[src/rtl/multicycle_control_unit_pkg.sv]
// Shared encodings for the multi-cycle control unit: opcodes, FSM states,
// ALU operations, PC source selects and the bundled control word.
package multicycle_control_unit_pkg;

    localparam logic [5:0] OP_ADD  = 6'b000000;
    localparam logic [5:0] OP_SUB  = 6'b000001;
    localparam logic [5:0] OP_ADDI = 6'b000010;
    localparam logic [5:0] OP_AND  = 6'b010000;
    localparam logic [5:0] OP_ORI  = 6'b010010;
    localparam logic [5:0] OP_SLTI = 6'b100110;
    localparam logic [5:0] OP_SW   = 6'b110000;
    localparam logic [5:0] OP_LW   = 6'b110001;
    localparam logic [5:0] OP_BEQ  = 6'b110100;
    localparam logic [5:0] OP_BNE  = 6'b110101;
    localparam logic [5:0] OP_J    = 6'b111000;
    localparam logic [5:0] OP_HALT = 6'b111111;

    localparam logic [2:0] ALU_ADD = 3'b000;
    localparam logic [2:0] ALU_SUB = 3'b001;
    localparam logic [2:0] ALU_OR  = 3'b011;
    localparam logic [2:0] ALU_AND = 3'b100;
    localparam logic [2:0] ALU_SLT = 3'b110;

    localparam logic [1:0] PC_SEQ    = 2'b00;
    localparam logic [1:0] PC_BRANCH = 2'b01;
    localparam logic [1:0] PC_JUMP   = 2'b10;

    typedef enum logic [3:0] {
        S_IF     = 4'b0000,
        S_ID     = 4'b0001,
        S_EXE_R  = 4'b0010,
        S_EXE_B  = 4'b0011,
        S_EXE_LS = 4'b0100,
        S_MEM    = 4'b0101,
        S_WB_R   = 4'b0110,
        S_WB_L   = 4'b0111,
        S_HALT   = 4'b1000
    } state_t;

    typedef struct packed {
        logic       pc_wre;
        logic       ir_wre;
        logic       ins_mem_rw;
        logic       ext_sel;
        logic       alu_src_b;
        logic [2:0] alu_op;
        logic       reg_wre;
        logic       reg_dst;
        logic       wr_reg_d_src;
        logic       m_rd;
        logic       m_wr;
        logic [1:0] pc_src;
    } ctrl_t;

    // Instructions that go through EXE_R / WB_R.
    function automatic logic is_alu_op(input logic [5:0] op);
        return (op == OP_ADD)  || (op == OP_SUB) || (op == OP_ADDI) ||
               (op == OP_AND)  || (op == OP_ORI) || (op == OP_SLTI);
    endfunction

    function automatic logic is_known_op(input logic [5:0] op);
        return is_alu_op(op) || (op == OP_SW) || (op == OP_LW) ||
               (op == OP_BEQ) || (op == OP_BNE) || (op == OP_J) ||
               (op == OP_HALT);
    endfunction

endpackage

[src/rtl/multicycle_control_unit_if.sv]
// Control bundle between the sequencer (master) and the datapath (slave).
interface multicycle_control_unit_if;
    logic [5:0] opcode;
    logic       zero;
    logic       PCWre;
    logic       IRWre;
    logic       InsMemRW;
    logic       ExtSel;
    logic       ALUSrcB;
    logic [2:0] ALUOp;
    logic       RegWre;
    logic       RegDst;
    logic       WrRegDSrc;
    logic       mRD;
    logic       mWR;
    logic [1:0] PCSrc;
    logic [3:0] state;

    modport master (
        input  opcode, zero,
        output PCWre, IRWre, InsMemRW, ExtSel, ALUSrcB, ALUOp, RegWre,
               RegDst, WrRegDSrc, mRD, mWR, PCSrc, state
    );

    modport slave (
        output opcode, zero,
        input  PCWre, IRWre, InsMemRW, ExtSel, ALUSrcB, ALUOp, RegWre,
               RegDst, WrRegDSrc, mRD, mWR, PCSrc, state
    );
endinterface

[src/rtl/multicycle_control_unit_decode.sv]
// Combinational map from (state, opcode, zero) to the datapath control word.
module control_decode
    import multicycle_control_unit_pkg::*;
(
    input  state_t     state,
    input  logic [5:0] opcode,
    input  logic       zero,
    output ctrl_t      ctrl
);

    logic       ext_sel_s;
    logic       alu_src_b_s;
    logic       reg_dst_s;
    logic [2:0] alu_op_s;
    logic       op_phase_s;
    logic       taken_s;
    ctrl_t      ctrl_s;

    assign op_phase_s = (state != S_IF) && (state != S_HALT);
    assign taken_s    = ((opcode == OP_BEQ) && zero) || ((opcode == OP_BNE) && !zero);

    // Per-opcode operand and ALU selects, held from ID to the last state.
    always_comb begin
        ext_sel_s   = 1'b0;
        alu_src_b_s = 1'b0;
        reg_dst_s   = 1'b0;
        alu_op_s    = ALU_ADD;
        case (opcode)
            OP_ADD:  reg_dst_s = 1'b1;
            OP_SUB:  begin reg_dst_s = 1'b1; alu_op_s = ALU_SUB; end
            OP_AND:  begin reg_dst_s = 1'b1; alu_op_s = ALU_AND; end
            OP_ADDI: begin ext_sel_s = 1'b1; alu_src_b_s = 1'b1; end
            OP_ORI:  begin alu_src_b_s = 1'b1; alu_op_s = ALU_OR; end
            OP_SLTI: begin ext_sel_s = 1'b1; alu_src_b_s = 1'b1; alu_op_s = ALU_SLT; end
            OP_SW,
            OP_LW:   begin ext_sel_s = 1'b1; alu_src_b_s = 1'b1; end
            OP_BEQ,
            OP_BNE:  begin ext_sel_s = 1'b1; alu_op_s = ALU_SUB; end
            default: alu_op_s = ALU_ADD;
        endcase
    end

    // State-dependent enables; PCWre fires once, in each instruction's final state.
    always_comb begin
        ctrl_s           = '0;
        ctrl_s.ext_sel   = op_phase_s & ext_sel_s;
        ctrl_s.alu_src_b = op_phase_s & alu_src_b_s;
        ctrl_s.reg_dst   = op_phase_s & reg_dst_s;
        ctrl_s.alu_op    = op_phase_s ? alu_op_s : ALU_ADD;
        case (state)
            S_IF: begin
                ctrl_s.ir_wre     = 1'b1;
                ctrl_s.ins_mem_rw = 1'b1;
            end
            S_ID: begin
                if (opcode == OP_J) begin
                    ctrl_s.pc_wre = 1'b1;
                    ctrl_s.pc_src = PC_JUMP;
                end else if (!is_known_op(opcode)) begin
                    ctrl_s.pc_wre = 1'b1;
                end else begin
                    ctrl_s.pc_wre = 1'b0;
                end
            end
            S_EXE_B: begin
                ctrl_s.pc_wre = 1'b1;
                ctrl_s.pc_src = taken_s ? PC_BRANCH : PC_SEQ;
            end
            S_MEM: begin
                if (opcode == OP_LW) begin
                    ctrl_s.m_rd = 1'b1;
                end else if (opcode == OP_SW) begin
                    ctrl_s.m_wr   = 1'b1;
                    ctrl_s.pc_wre = 1'b1;
                end else begin
                    ctrl_s.m_rd = 1'b0;
                end
            end
            S_WB_R: begin
                ctrl_s.pc_wre  = 1'b1;
                ctrl_s.reg_wre = 1'b1;
            end
            S_WB_L: begin
                ctrl_s.pc_wre       = 1'b1;
                ctrl_s.reg_wre      = 1'b1;
                ctrl_s.wr_reg_d_src = 1'b1;
                ctrl_s.m_rd         = 1'b1;
            end
            default: ctrl_s.pc_wre = 1'b0;
        endcase
    end

    assign ctrl = ctrl_s;

endmodule

[src/rtl/multicycle_control_unit.sv]
// Multi-cycle instruction sequencer: state register and next-state logic,
// with enables forced low while Reset is asserted.
module multicycle_control_unit
    import multicycle_control_unit_pkg::*;
(
    input  logic                          CLK,
    input  logic                          Reset,
    multicycle_control_unit_if.master     bus
);

    state_t state_r;
    ctrl_t  ctrl_s;

    control_decode u_decode (
        .state  (state_r),
        .opcode (bus.opcode),
        .zero   (bus.zero),
        .ctrl   (ctrl_s)
    );

    // Instruction sequencing; HALT is left only through reset.
    always_ff @(posedge CLK or negedge Reset) begin
        if (!Reset) begin
            state_r <= S_IF;
        end else begin
            case (state_r)
                S_IF: state_r <= S_ID;
                S_ID: begin
                    if (bus.opcode == OP_J)
                        state_r <= S_IF;
                    else if (bus.opcode == OP_HALT)
                        state_r <= S_HALT;
                    else if ((bus.opcode == OP_BEQ) || (bus.opcode == OP_BNE))
                        state_r <= S_EXE_B;
                    else if ((bus.opcode == OP_LW) || (bus.opcode == OP_SW))
                        state_r <= S_EXE_LS;
                    else if (is_alu_op(bus.opcode))
                        state_r <= S_EXE_R;
                    else
                        state_r <= S_IF;
                end
                S_EXE_R:  state_r <= S_WB_R;
                S_EXE_B:  state_r <= S_IF;
                S_EXE_LS: state_r <= S_MEM;
                S_MEM:    state_r <= (bus.opcode == OP_LW) ? S_WB_L : S_IF;
                S_WB_R:   state_r <= S_IF;
                S_WB_L:   state_r <= S_IF;
                S_HALT:   state_r <= S_HALT;
                default:  state_r <= S_IF;
            endcase
        end
    end

    // Enables are masked by Reset so nothing is written during the async assert.
    assign bus.PCWre     = ctrl_s.pc_wre     & Reset;
    assign bus.IRWre     = ctrl_s.ir_wre     & Reset;
    assign bus.InsMemRW  = ctrl_s.ins_mem_rw & Reset;
    assign bus.RegWre    = ctrl_s.reg_wre    & Reset;
    assign bus.mRD       = ctrl_s.m_rd       & Reset;
    assign bus.mWR       = ctrl_s.m_wr       & Reset;
    assign bus.ExtSel    = ctrl_s.ext_sel;
    assign bus.ALUSrcB   = ctrl_s.alu_src_b;
    assign bus.ALUOp     = ctrl_s.alu_op;
    assign bus.RegDst    = ctrl_s.reg_dst;
    assign bus.WrRegDSrc = ctrl_s.wr_reg_d_src;
    assign bus.PCSrc     = ctrl_s.pc_src;
    assign bus.state     = state_r;

endmodule

[src/flat_wrapper.sv]
// flat-port wrapper written by rule: the top's interface ports become plain ports
module multicycle_control_unit_flat import multicycle_control_unit_pkg::*;
  (CLK, Reset, bus_opcode, bus_zero, bus_PCWre, bus_IRWre, bus_InsMemRW, bus_ExtSel, bus_ALUSrcB, bus_ALUOp, bus_RegWre, bus_RegDst, bus_WrRegDSrc, bus_mRD, bus_mWR, bus_PCSrc, bus_state);
  multicycle_control_unit_if bus_i ();
  input  logic CLK;
  input  logic Reset;
  input wire logic [$bits(bus_i.opcode)-1:0] bus_opcode;
  input wire logic [$bits(bus_i.zero)-1:0] bus_zero;
  output wire logic [$bits(bus_i.PCWre)-1:0] bus_PCWre;
  output wire logic [$bits(bus_i.IRWre)-1:0] bus_IRWre;
  output wire logic [$bits(bus_i.InsMemRW)-1:0] bus_InsMemRW;
  output wire logic [$bits(bus_i.ExtSel)-1:0] bus_ExtSel;
  output wire logic [$bits(bus_i.ALUSrcB)-1:0] bus_ALUSrcB;
  output wire logic [$bits(bus_i.ALUOp)-1:0] bus_ALUOp;
  output wire logic [$bits(bus_i.RegWre)-1:0] bus_RegWre;
  output wire logic [$bits(bus_i.RegDst)-1:0] bus_RegDst;
  output wire logic [$bits(bus_i.WrRegDSrc)-1:0] bus_WrRegDSrc;
  output wire logic [$bits(bus_i.mRD)-1:0] bus_mRD;
  output wire logic [$bits(bus_i.mWR)-1:0] bus_mWR;
  output wire logic [$bits(bus_i.PCSrc)-1:0] bus_PCSrc;
  output wire logic [$bits(bus_i.state)-1:0] bus_state;
  assign bus_i.opcode = bus_opcode;
  assign bus_i.zero = bus_zero;
  assign bus_PCWre = bus_i.PCWre;
  assign bus_IRWre = bus_i.IRWre;
  assign bus_InsMemRW = bus_i.InsMemRW;
  assign bus_ExtSel = bus_i.ExtSel;
  assign bus_ALUSrcB = bus_i.ALUSrcB;
  assign bus_ALUOp = bus_i.ALUOp;
  assign bus_RegWre = bus_i.RegWre;
  assign bus_RegDst = bus_i.RegDst;
  assign bus_WrRegDSrc = bus_i.WrRegDSrc;
  assign bus_mRD = bus_i.mRD;
  assign bus_mWR = bus_i.mWR;
  assign bus_PCSrc = bus_i.PCSrc;
  assign bus_state = bus_i.state;
  multicycle_control_unit u_core (.CLK(CLK), .Reset(Reset), .bus(bus_i));
endmodule
[config.mk]
export PLATFORM = sky130hd
export DESIGN_NAME = multicycle_control_unit_flat
export DESIGN_NICKNAME = d
export VERILOG_FILES = /design/src/rtl/multicycle_control_unit_pkg.sv /design/src/rtl/multicycle_control_unit_if.sv /design/src/rtl/multicycle_control_unit_decode.sv /design/src/rtl/multicycle_control_unit.sv /design/src/flat_wrapper.sv
export SDC_FILE = /design/constraint.sdc
export NUM_CORES = 1
export LEC_CHECK = 0
export BUFFER_PORTS_ARGS = -buffer_cell sky130_fd_sc_hd__buf_2
export CAP_MARGIN = 20
export CORE_UTILIZATION = 49
export DETAILED_ROUTE_END_ITERATION = 6
export PLACE_DENSITY = 0.82
export REMOVE_ABC_BUFFERS = 1
export SKIP_LAST_GASP = 1
export SYNTH_ARGS = -nofsm -noshare
export SYNTH_HDL_FRONTEND = slang
export SYNTH_SLANG_ARGS = --single-unit
[constraint.sdc]
create_clock -name CLK -period 3.7 [get_ports CLK]
set_input_delay 0.555 -clock CLK [delete_from_list [all_inputs] [get_ports CLK]]
set_output_delay 0.555 -clock CLK [all_outputs]
set_load 0.03 [all_outputs]
==> reports/qor.yml, run 1 <==
status: "finished, final reports clean"
clockRootBuffer: "clkbuf_4"
rows: 12
portBuffers: 27
p_leak_nw: 0.341
cts.clk_slew.worst_paths_ns: 0.04
first_iter_violations: 23
layout-drive-gt1-share: 0.313
crit_chain: "nor4b_2 -> o21ai_1 -> nor3b_1 -> o2bb2ai_1 -> buf_2"
setup_violations: 0
drv_slew: 0
fin_area_um2: 767
critPathSlowestCell: "dfrtp_1"
ys_types: 43
hold_path_class: "in2async"
ir_drop_mv: 0.533
max-clock-path-buffers: 2
ant_nets: 0
worstSetupPathType: "reg2out"
synth_seq_area_share: 0.156
die_w_um: 38.2
rsz0062_at_grt: "false"
finClkSkew_ns: 0.00458
netlist_area_um2: 642
dieHeight_um: 38.2
crit_buf_inv: 1
cts_sinks: 4
hpwlAfterDp_um: 1220
dpl_cell_area_um2: 744
clock_latency_ns: 0.23
num_vias: 790
critPathMaxStageDelay_ns: 0.54
setup_ws_ns: 1.18
hold_viol: 0
ys_warn_count: 0
syn_avg_cell_area_um2: 7.05
grt_overflow: 0
die_area_um2: 1460
grt_pass1_vias: 613
dp_cells: 123
period_minus_slack_ns: 2.52
maxCapViolCount: 0
worst_pin_slew_ns: 0.490
diodes: 0
ys_async_sr_fraction: 1.00
power.density_nw_per_um2: 533
cp.required_ns: 3.14
max-slew-margin-rel: 0.674
grt_start_max_net_pins: 19
arrival_ns: 1.96
viasPerCell: 6.27
pwr-share-seq: 0.257
crit_family: "simple AND/OR/NAND/NOR gates"
initial_utilization: 0.555
gp_congestion: 0.767
coreArea_um2: 1160
pwr-share-clk: 0.130
syn_inst: 91
ys.flop_type: "dfrtp_1"
clock.fmax_mhz: 397
swShare: 0.557
htreeDepth: 1
grt_antenna_before_repair: 0
finalSetupTns_ns: 0
largest_reg_flops: 4
endpoint_kind: "output pin"
hold_buffers: 0
ys_ff_latch: 4
wl_per_cell_um: 13.3
start_kind: "register"
io_pins: 28
stdcell_count: 126
syn_to_final_growth_pct: 19.5
grt_pass1_wl_um: 2630
dp_slack_ns: 1.32
cts_tree: "built"
routed_wirelength_um: 1670
path_max_fanout: 14
p_switching_mw: 0.228
combPwrFrac: 0.613
cts-resized-gates: 0
numCtsBuffers: 3
grt_use_total: 0.252
nets: 123
cts_setup_buffers: 0
synth-edff-count: 0
p_int_mw: 0.181
drc: 0
first_pass_iters: 4
finalCritPeriodShare: 0.680
## synthesized netlist by cell type, types with 2 or more instances
library cell,n,area share
nand3_1,2,0.016
inv_1,3,0.018
a21oi_1,6,0.047
a31oi_1,2,0.019
xnor2_1,2,0.027
nor2b_1,3,0.029
nand2_1,5,0.029
buf_2,4,0.031
buf_4,3,0.035
and3_1,2,0.019
nor3b_1,3,0.035
dfrtp_1,4,0.16
nor4_1,4,0.039
nor2_1,9,0.053
nand2b_1,2,0.019
a22oi_1,2,0.023
clkbuf_1,2,0.012
o21ai_0,2,0.016
nor3_1,7,0.055
## cell usage in the layout (no fill, tap or decap), types with 2 or more instances in the layout
cell type,Yosys,final
nor2_1,9,9
dfrtp_1,4,4
nand2_1,5,5
and3_1,2,2
buf_2,4,27
inv_1,3,3
nand2b_1,2,2
a31oi_1,2,2
nor2b_1,3,3
xnor2_1,2,2
a21oi_1,6,6
clkbuf_4,0,3
nor4_1,4,4
o21ai_0,2,2
a22oi_1,2,2
nand3_1,2,2
nor3_1,7,7
nor3b_1,3,3
## path summary, 6_finish.rpt
path | to | from | depth (start not counted) | slack [ns]
worst min-delay path | u_core.bus.state[0]$_DFF_PN0_ | Reset | 1 | 0.14
worst max register to register | u_core.bus.state[1]$_DFF_PN0_ | u_core.bus.state[1]$_DFF_PN0_ | 3 | 2.21
worst max-delay path | bus_PCWre | u_core.bus.state[1]$_DFF_PN0_ | 5 | 1.18
min in group CLK | u_core.bus.state[1]$_DFF_PN0_ | u_core.bus.state[3]$_DFF_PN0_ | 1 | 0.65
max in group asynchronous | u_core.bus.state[3]$_DFF_PN0_ | Reset | 1 | 3.41
worst min register to register | u_core.bus.state[1]$_DFF_PN0_ | u_core.bus.state[3]$_DFF_PN0_ | 1 | 0.65
## power by group through the flow
stage,logic (mW),registers (mW),clock network [mW]
floorplan,0.155,0.123,0
global placement,0.244,0.103,0
detailed placement,0.249,0.104,0
CTS,0.251,0.104,0.0555
global route,0.268,0.109,0.0611
finish,0.251,0.105,0.0532
## cell families (layout without fill, tap and decap cells)
kind of cell	count (synthesis)	count (layout)	share of synthesized area
AOI/OAI and AO/OA	23	23	0.255
xor gates and xnor gates	3	3	0.0409
buffers and inverters	12	33	0.0955
DFF	4	4	0.156
and+or+nand+nor	49	49	0.452
## layout make-up
cell class              instances  area (um^2)
clock buffers                   3         22.5
fillers                       117          389
multi-input cells              75          480
well taps                      14         17.5
repair buffers                 27          135
inverters                       3         11.3
flip-flops and latches          4          100
## stage by stage
stage	hold slack (ns)	utilization	total power, mW
detailed placement	0.389	0.644	0.353
global placement	0.386	0.644	0.347
floorplan	0.259	-	0.278
finish	0.141	0.663	0.409
CTS	0.138	0.663	0.410
global route	0.138	0.663	0.439
## layer usage
metal  up-vias  global-route usage  wire, um
li1        391                   -         -
met1       363               0.373       706
met2        36               0.369       829
met3         0              0.0523       138
met4         0              0.0536         0
met5         -                   0         0
(Power assumes the default switching activity.)
==> run 2: changes to the inputs <==
CORE_UTILIZATION = 46   (was 49)
PLACE_DENSITY = 0.78   (was 0.82)
clock period = 2.5 ns   (was 3.7 ns; I/O delays follow)
==> reports/qor.yml, run 2 (synthesis gave the netlist of run 1 again) <==
status: "finished, final reports clean"
die_w_um: 39.4  # +3.1%
largest_reg_flops: 4  # unchanged
grt_pass1_vias: 657  # +7.2%
cts-resized-gates: 0  # unchanged
start_kind: "register"
dp_slack_ns: 0.490  # -0.835 ns
clock.fmax_mhz: 436
cts.clk_slew.worst_paths_ns: 0.04  # about the same
ir_drop_mv: 0.524  # -1.5%
pwr-share-clk: 0.126  # -0.004
maxCapViolCount: 0  # unchanged
crit_end: "bus_PCWre"
ant_nets: 0  # unchanged
path_max_fanout: 10  # -4
reg2reg_depth: 3  # unchanged
hold_viol: 0  # unchanged
numCtsBuffers: 3  # unchanged
layout-drive-gt1-share: 0.322  # +0.00924
clock_latency_ns: 0.24  # about the same
arrival_ns: 1.92  # -0.04 ns
cts_tree: "built"
worstSetupPathType: "reg2out"
portBuffers: 27  # unchanged
coreArea_um2: 1300  # +13%
mostFrequentLayoutCells: "buf_2, nor2_1, nor3_1, a21oi_1, nand2_1"
pwr-share-seq: 0.192  # -0.065
p_int_mw: 0.285  # +57%
reg2reg_to: "u_core.bus.state[1]$_DFF_PN0_"
rows: 13  # +1
gp_congestion: 0.827  # +7.8%
max-clock-path-buffers: 2  # unchanged
swShare: 0.552  # -0.00465
p_leak_nw: 0.356  # +4.4%
fin_util: 0.610  # -0.0538
diodes: 0  # unchanged
crit_path_start: "u_core.bus.state[3]$_DFF_PN0_"
p_switching_mw: 0.352  # +55%
rsz0062_at_grt: "false"
initial_utilization: 0.493  # -0.0619
die_area_um2: 1550  # +6.2%
grt_antenna_before_repair: 0  # unchanged
num_vias: 767  # -2.9%
finalCritPeriodShare: 0.918
htreeDepth: 1  # unchanged
layout_commonest_cell: "buf_2"
critPathMaxStageDelay_ns: 0.48  # -0.06 ns
wl_per_cell_um: 13.4  # +0.92%
period_minus_slack_ns: 2.29
cts_sinks: 4  # unchanged
finClkSkew_ns: 0.00738  # +0.00280 ns
cp.required_ns: 2.12  # -1.02 ns
power.total_mw: 0.637  # +56%
setup_violations: 0  # unchanged
grt_start_max_net_pins: 19  # unchanged
grt_use_total: 0.257  # +0.00497
fill_cells: 137  # +17%
combPwrFrac: 0.682  # +0.069
syn_to_final_growth_pct: 23.6
r2r_start: "u_core.bus.state[3]$_DFF_PN0_"
hpwlAfterDp_um: 1280  # +4.5%
setup_ws_ns: 0.205  # -0.978 ns
first_iter_violations: 23  # unchanged
viasPerCell: 5.90  # -5.9%
hold_path_class: "in2async"
io_pins: 28  # unchanged
drc: 0  # unchanged
drv_slew: 0  # unchanged
rrSetupSlack_ns: 1.04  # -1.17 ns
crit_chain: "nor4b_2 -> o21ai_1 -> nor3b_1 -> o2bb2ai_1 -> buf_2"
first_pass_iters: 4  # unchanged
dieHeight_um: 39.4  # +3.1%
clockRootBuffer: "clkbuf_4"
critPathSlowestCell: "dfrtp_1"
endpoint_kind: "output pin"
grt_overflow: 0  # unchanged
power.density_nw_per_um2: 803  # +51%
grt_pass1_wl_um: 2770  # +5.3%
max-slew-margin-rel: 0.729  # +0.0558
nets: 126  # +2.4%
routed_wirelength_um: 1740  # +4.1%
worst_pin_slew_ns: 0.402  # -0.0873 ns
==> run 2: changes by cell type in the layout (fill, tap and decap cells not counted), sizes merged <==
cell,previous run,this run
buf,27,29
dlygate4sd3,0,1
==> run 2: area by class of cell <==
| type | instances | area [um^2] | area share |
|---|---|---|---|
| well taps | 15 | 18.8 | 0.0237 |
| clock buffers | 3 | 22.5 | 0.0284 |
| multi-input cells | 75 | 480 | 0.606 |
| flip-flops and latches | 4 | 100 | 0.126 |
| repair buffers | 30 | 160 | 0.202 |
| inverters | 3 | 11.3 | 0.0142 |
==> run 2: worst min-delay path by stage <==
stage,startpoint,to,slack [ns],cells after the start
finish,Reset,u_core.bus.state[2]$_DFF_PN0_,0.50,2
global route,Reset,u_core.bus.state[2]$_DFF_PN0_,0.51,2
CTS,Reset,u_core.bus.state[2]$_DFF_PN0_,0.49,2
detailed placement,Reset,u_core.bus.state[0]$_DFF_PN0_,0.21,1
global placement,Reset,u_core.bus.state[1]$_DFF_PN0_,0.21,1
floorplan,Reset,u_core.bus.state[0]$_DFF_PN0_,0.08,0
==> run 2: power groups by stage <==
stage / clock (mW) / combinational, mW / sequential, mW
after detailed placement: 0 / 0.425 / 0.121
after floorplan: 0 / 0.230 / 0.181
after CTS: 0.0819 / 0.428 / 0.120
after global placement: 0 / 0.419 / 0.121
final: 0.0805 / 0.434 / 0.122
after global routing: 0.0904 / 0.470 / 0.126
==> run 2: what timing repair did <==
| item | CTS | global route |
|---|---|---|
| endpoints found under the hold margin | 4 | 0 |
| hold buffers | 1 | 0 |
| buffers inserted | 0 | 0 |
==> run 2: critical path, delay by kind of cell, from the launching register on <==
kind | cells | cell delay, ns
DFF | 1 | 0.48
AOI/OAI and AO/OA | 2 | 0.36
and+or+nand+nor | 2 | 0.63
buffers and inverters | 1 | 0.21
==> run 2: layer usage <==
| metal | part of all wire | global-route usage | vias to the layer above |
|---|---|---|---|
| li1 | - | - | 391 |
| met1 | 0.45 | 0.333 | 358 |
| met2 | 0.51 | 0.408 | 16 |
| met3 | 0.029 | 0.0511 | 2 |
| met4 | 0.0080 | 0.103 | 0 |
| met5 | 0 | 0 | - |
==> run 2: metrics by stage <==
stage | hold slack [ns] | TNS (ns) | cells | area [um^2]
after global placement | 0.206 | 0 | 126 | 761
after CTS | 0.495 | 0 | 130 | 793
after detailed placement | 0.207 | 0 | 126 | 761
after floorplan | 0.0794 | -0.776 | 82 | 592
after global routing | 0.511 | 0 | 130 | 793
final | 0.496 | 0 | 130 | 793
==> run 3: changes to the inputs <==
ABC_AREA = 1   (was unset)
CORE_UTILIZATION = 48   (was 46)
PLACE_DENSITY = 0.79   (was 0.78)
SYNTH_HIERARCHICAL = 1   (was unset)
==> reports/qor.yml, run 3 <==
p_int_mw: 0.265  # -7.1%
cts_setup_buffers: 0  # unchanged
syn_inst: 142  # +56%
dp_cells: 183  # +45%
period_minus_slack_ns: 1.98  # -0.311 ns
rsz0062_at_grt: "false"
grt_use_total: 0.236  # -0.0202
drv_slew: 0  # unchanged
synth_area_leader_cell: "nand2_1"
netlist_area_um2: 733  # +14%
synth_seq_area_share: 0.137  # -0.0194
largest_reg_flops: 4  # unchanged
first_pass_iters: 4  # unchanged
cp.required_ns: 2.12  # about the same
numCtsBuffers: 3  # unchanged
path_max_fanout: 9  # -1
ys_warn_count: 6  # +6
status: "finished, final reports clean"
finClkSkew_ns: 0.00480  # -0.00258 ns
rows: 13  # unchanged
yosys-top-cells-count: "nand2_1, inv_1, nor2_1"
io_pins: 28  # unchanged
pwr-share-clk: 0.130  # +0.004
max-clock-path-buffers: 2  # unchanged
clock.fmax_mhz: 504  # +16%
die_w_um: 41.1  # +4.4%
grt_antenna_before_repair: 0  # unchanged
synth.most_common_cell: "nand2_1"
die_area_um2: 1690  # +9.0%
finalCritPeriodShare: 0.793  # -0.125
portBuffers: 27  # unchanged
ys_ff_latch: 4  # unchanged
stdcell_count: 187  # +44%
pwr-share-seq: 0.209  # +0.017
routed_wirelength_um: 1870  # +7.3%
met3_usage: 0.0326  # -0.0185
first_iter_violations: 23  # unchanged
ys_async_sr_fraction: 1.00  # unchanged
syn_to_final_growth_pct: 24.4
synth_top_area_frac: 0.189  # +0.0335
nets: 183  # +45%
p_leak_nw: 0.585  # +64%
maxCapViolCount: 0  # unchanged
wl_per_cell_um: 10.0  # -25%
gr-usage-met1: 0.278  # -0.0550
initial_utilization: 0.537  # +0.0434
endpoint_kind: "output pin"
synth-edff-count: 0  # unchanged
htreeDepth: 1  # unchanged
num_vias: 969  # +26%
grt_pass1_vias: 724  # +10%
gp_congestion: 0.804  # -2.8%
worst_pin_slew_ns: 0.350  # -0.0523 ns
clockRootBuffer: "clkbuf_4"
drc: 0  # unchanged
synthTopCellsByArea: "nand2_1, dfrtp_1, inv_1"
arrival_ns: 1.61  # -0.31 ns
start_kind: "register"
coreArea_um2: 1370  # +5.0%
power.density_nw_per_um2: 681  # -15%
ys_types: 18  # -58%
hold_viol: 0  # unchanged
diodes: 0  # unchanged
finalSetupTns_ns: 0  # unchanged
max-slew-margin-rel: 0.765  # +0.0361
combPwrFrac: 0.661  # -0.021
swShare: 0.573  # +0.0213
setup_violations: 0  # unchanged
grt_use_met2: 0.465  # +0.0565
timing.hold.ws_ns: 0.498  # +0.00272 ns
clock_latency_ns: 0.24  # about the same
worstSetupPathType: "reg2out"
grt_overflow: 0  # unchanged
ant_nets: 0  # unchanged
cts_tree: "built"
hold_path_class: "in2reg"
grt_pass1_wl_um: 2750  # -0.72%
layout_commonest_cell: "nand2_1"
cts_sinks: 4  # unchanged
cts.clk_slew.worst_paths_ns: 0.03  # about the same
syn_avg_cell_area_um2: 5.16  # -27%
ir_drop_mv: 0.447  # -15%
layout-drive-gt1-share: 0.314  # -0.00779
grt_start_max_net_pins: 11  # -8
ys.flop_type: "dfrtp_1"
mostFrequentLayoutCells: "nand2_1, buf_2, inv_1, nor2_1, nand3_1"
p_switching_mw: 0.356  # +1.3%
busiest_layer: "met2"
viasPerCell: 5.18  # -12%
fill_cells: 137  # unchanged
cts-resized-gates: 0  # unchanged
dieHeight_um: 41.1  # +4.4%
power.total_mw: 0.622  # -2.4%
hpwlAfterDp_um: 1470  # +15%
run 3: changes by cell type in the layout (fill, tap and decap cells not counted), moves of 4 or more:
cell     before  now
nand2_1       5   37
nand4_1       1    5
inv_2         0    6
nor2_1        9   22
nor3_1        7    2
inv_1         3   23
nand3_1       2   15
nor2_2        0   11
run 3: what timing repair did:
| item | 4_1_cts | 5_1_grt |
|---|---|---|
| setup endpoints to repair | 0 | 0 |
| hold endpoints to repair | 4 | 0 |
| hold buffers | 1 | 0 |
run 3: final timing paths:
| kind | from | slack, ns | depth (start not counted) | end |
|---|---|---|---|---|
| min in group asynchronous | Reset | 0.51 | 2 | u_core/bus.state[2]$_DFF_PN0_ |
| hold / removal | bus_opcode[3] | 0.50 | 3 | u_core/bus.state[3]$_DFF_PN0_ |
| hold reg to reg | u_core/bus.state[3]$_DFF_PN0_ | 0.69 | 2 | u_core/bus.state[3]$_DFF_PN0_ |
| setup / recovery | u_core/bus.state[0]$_DFF_PN0_ | 0.52 | 6 | bus_IRWre |
| setup reg to reg | u_core/bus.state[1]$_DFF_PN0_ | 1.42 | 5 | u_core/bus.state[0]$_DFF_PN0_ |
| max in group asynchronous | Reset | 1.82 | 2 | u_core/bus.state[3]$_DFF_PN0_ |
run 3: power by group through the flow:
stage | clock network (mW) | registers (mW) | logic (mW)
2_1_floorplan | 0 | 0.159 | 0.273
3_3_place_gp | 0 | 0.126 | 0.401
3_5_place_dp | 0 | 0.130 | 0.410
4_1_cts | 0.0816 | 0.129 | 0.412
5_1_grt | 0.0867 | 0.135 | 0.465
6_report | 0.0809 | 0.130 | 0.411
run 3: per-stage QoR:
step	worst slack, ns	util	instance area, um^2
3_3_place_gp	0.673	0.644	880
4_1_cts	0.498	0.668	912
5_1_grt	0.336	0.668	912
2_1_floorplan	0.413	-	726
3_5_place_dp	0.633	0.644	880
6_report	0.516	0.668	912
run 3: final cells by class:
type	instances	area, um^2	area share
multi-input combinational	108	517	0.567
timing repair buffer	28	145	0.159
inverter	29	109	0.119
sequential	4	100	0.110
clock buffer	3	22.5	0.0247
tap	15	18.8	0.0206
run 3: cell families (layout without fill, tap and decap cells):
logic type	Yosys count	count (layout)	synth area share
compound gates	7	7	0.0495
buf+inv	30	60	0.159
flops	4	4	0.137
simple gates	101	101	0.655
run 3: metal layers:
layer	vias to the layer above	routed length, um
met5	-	0
met4	0	2
met3	2	62
met2	23	977
met1	440	829
li1	504	-
run 3: worst max-delay path, cell delays in order (launching register included):
cell,delay [ns]
dfrtp_1,0.47
nor3_2,0.38
inv_1,0.10
nor2_1,0.13
nand2_1,0.07
inv_1,0.05
buf_2,0.18
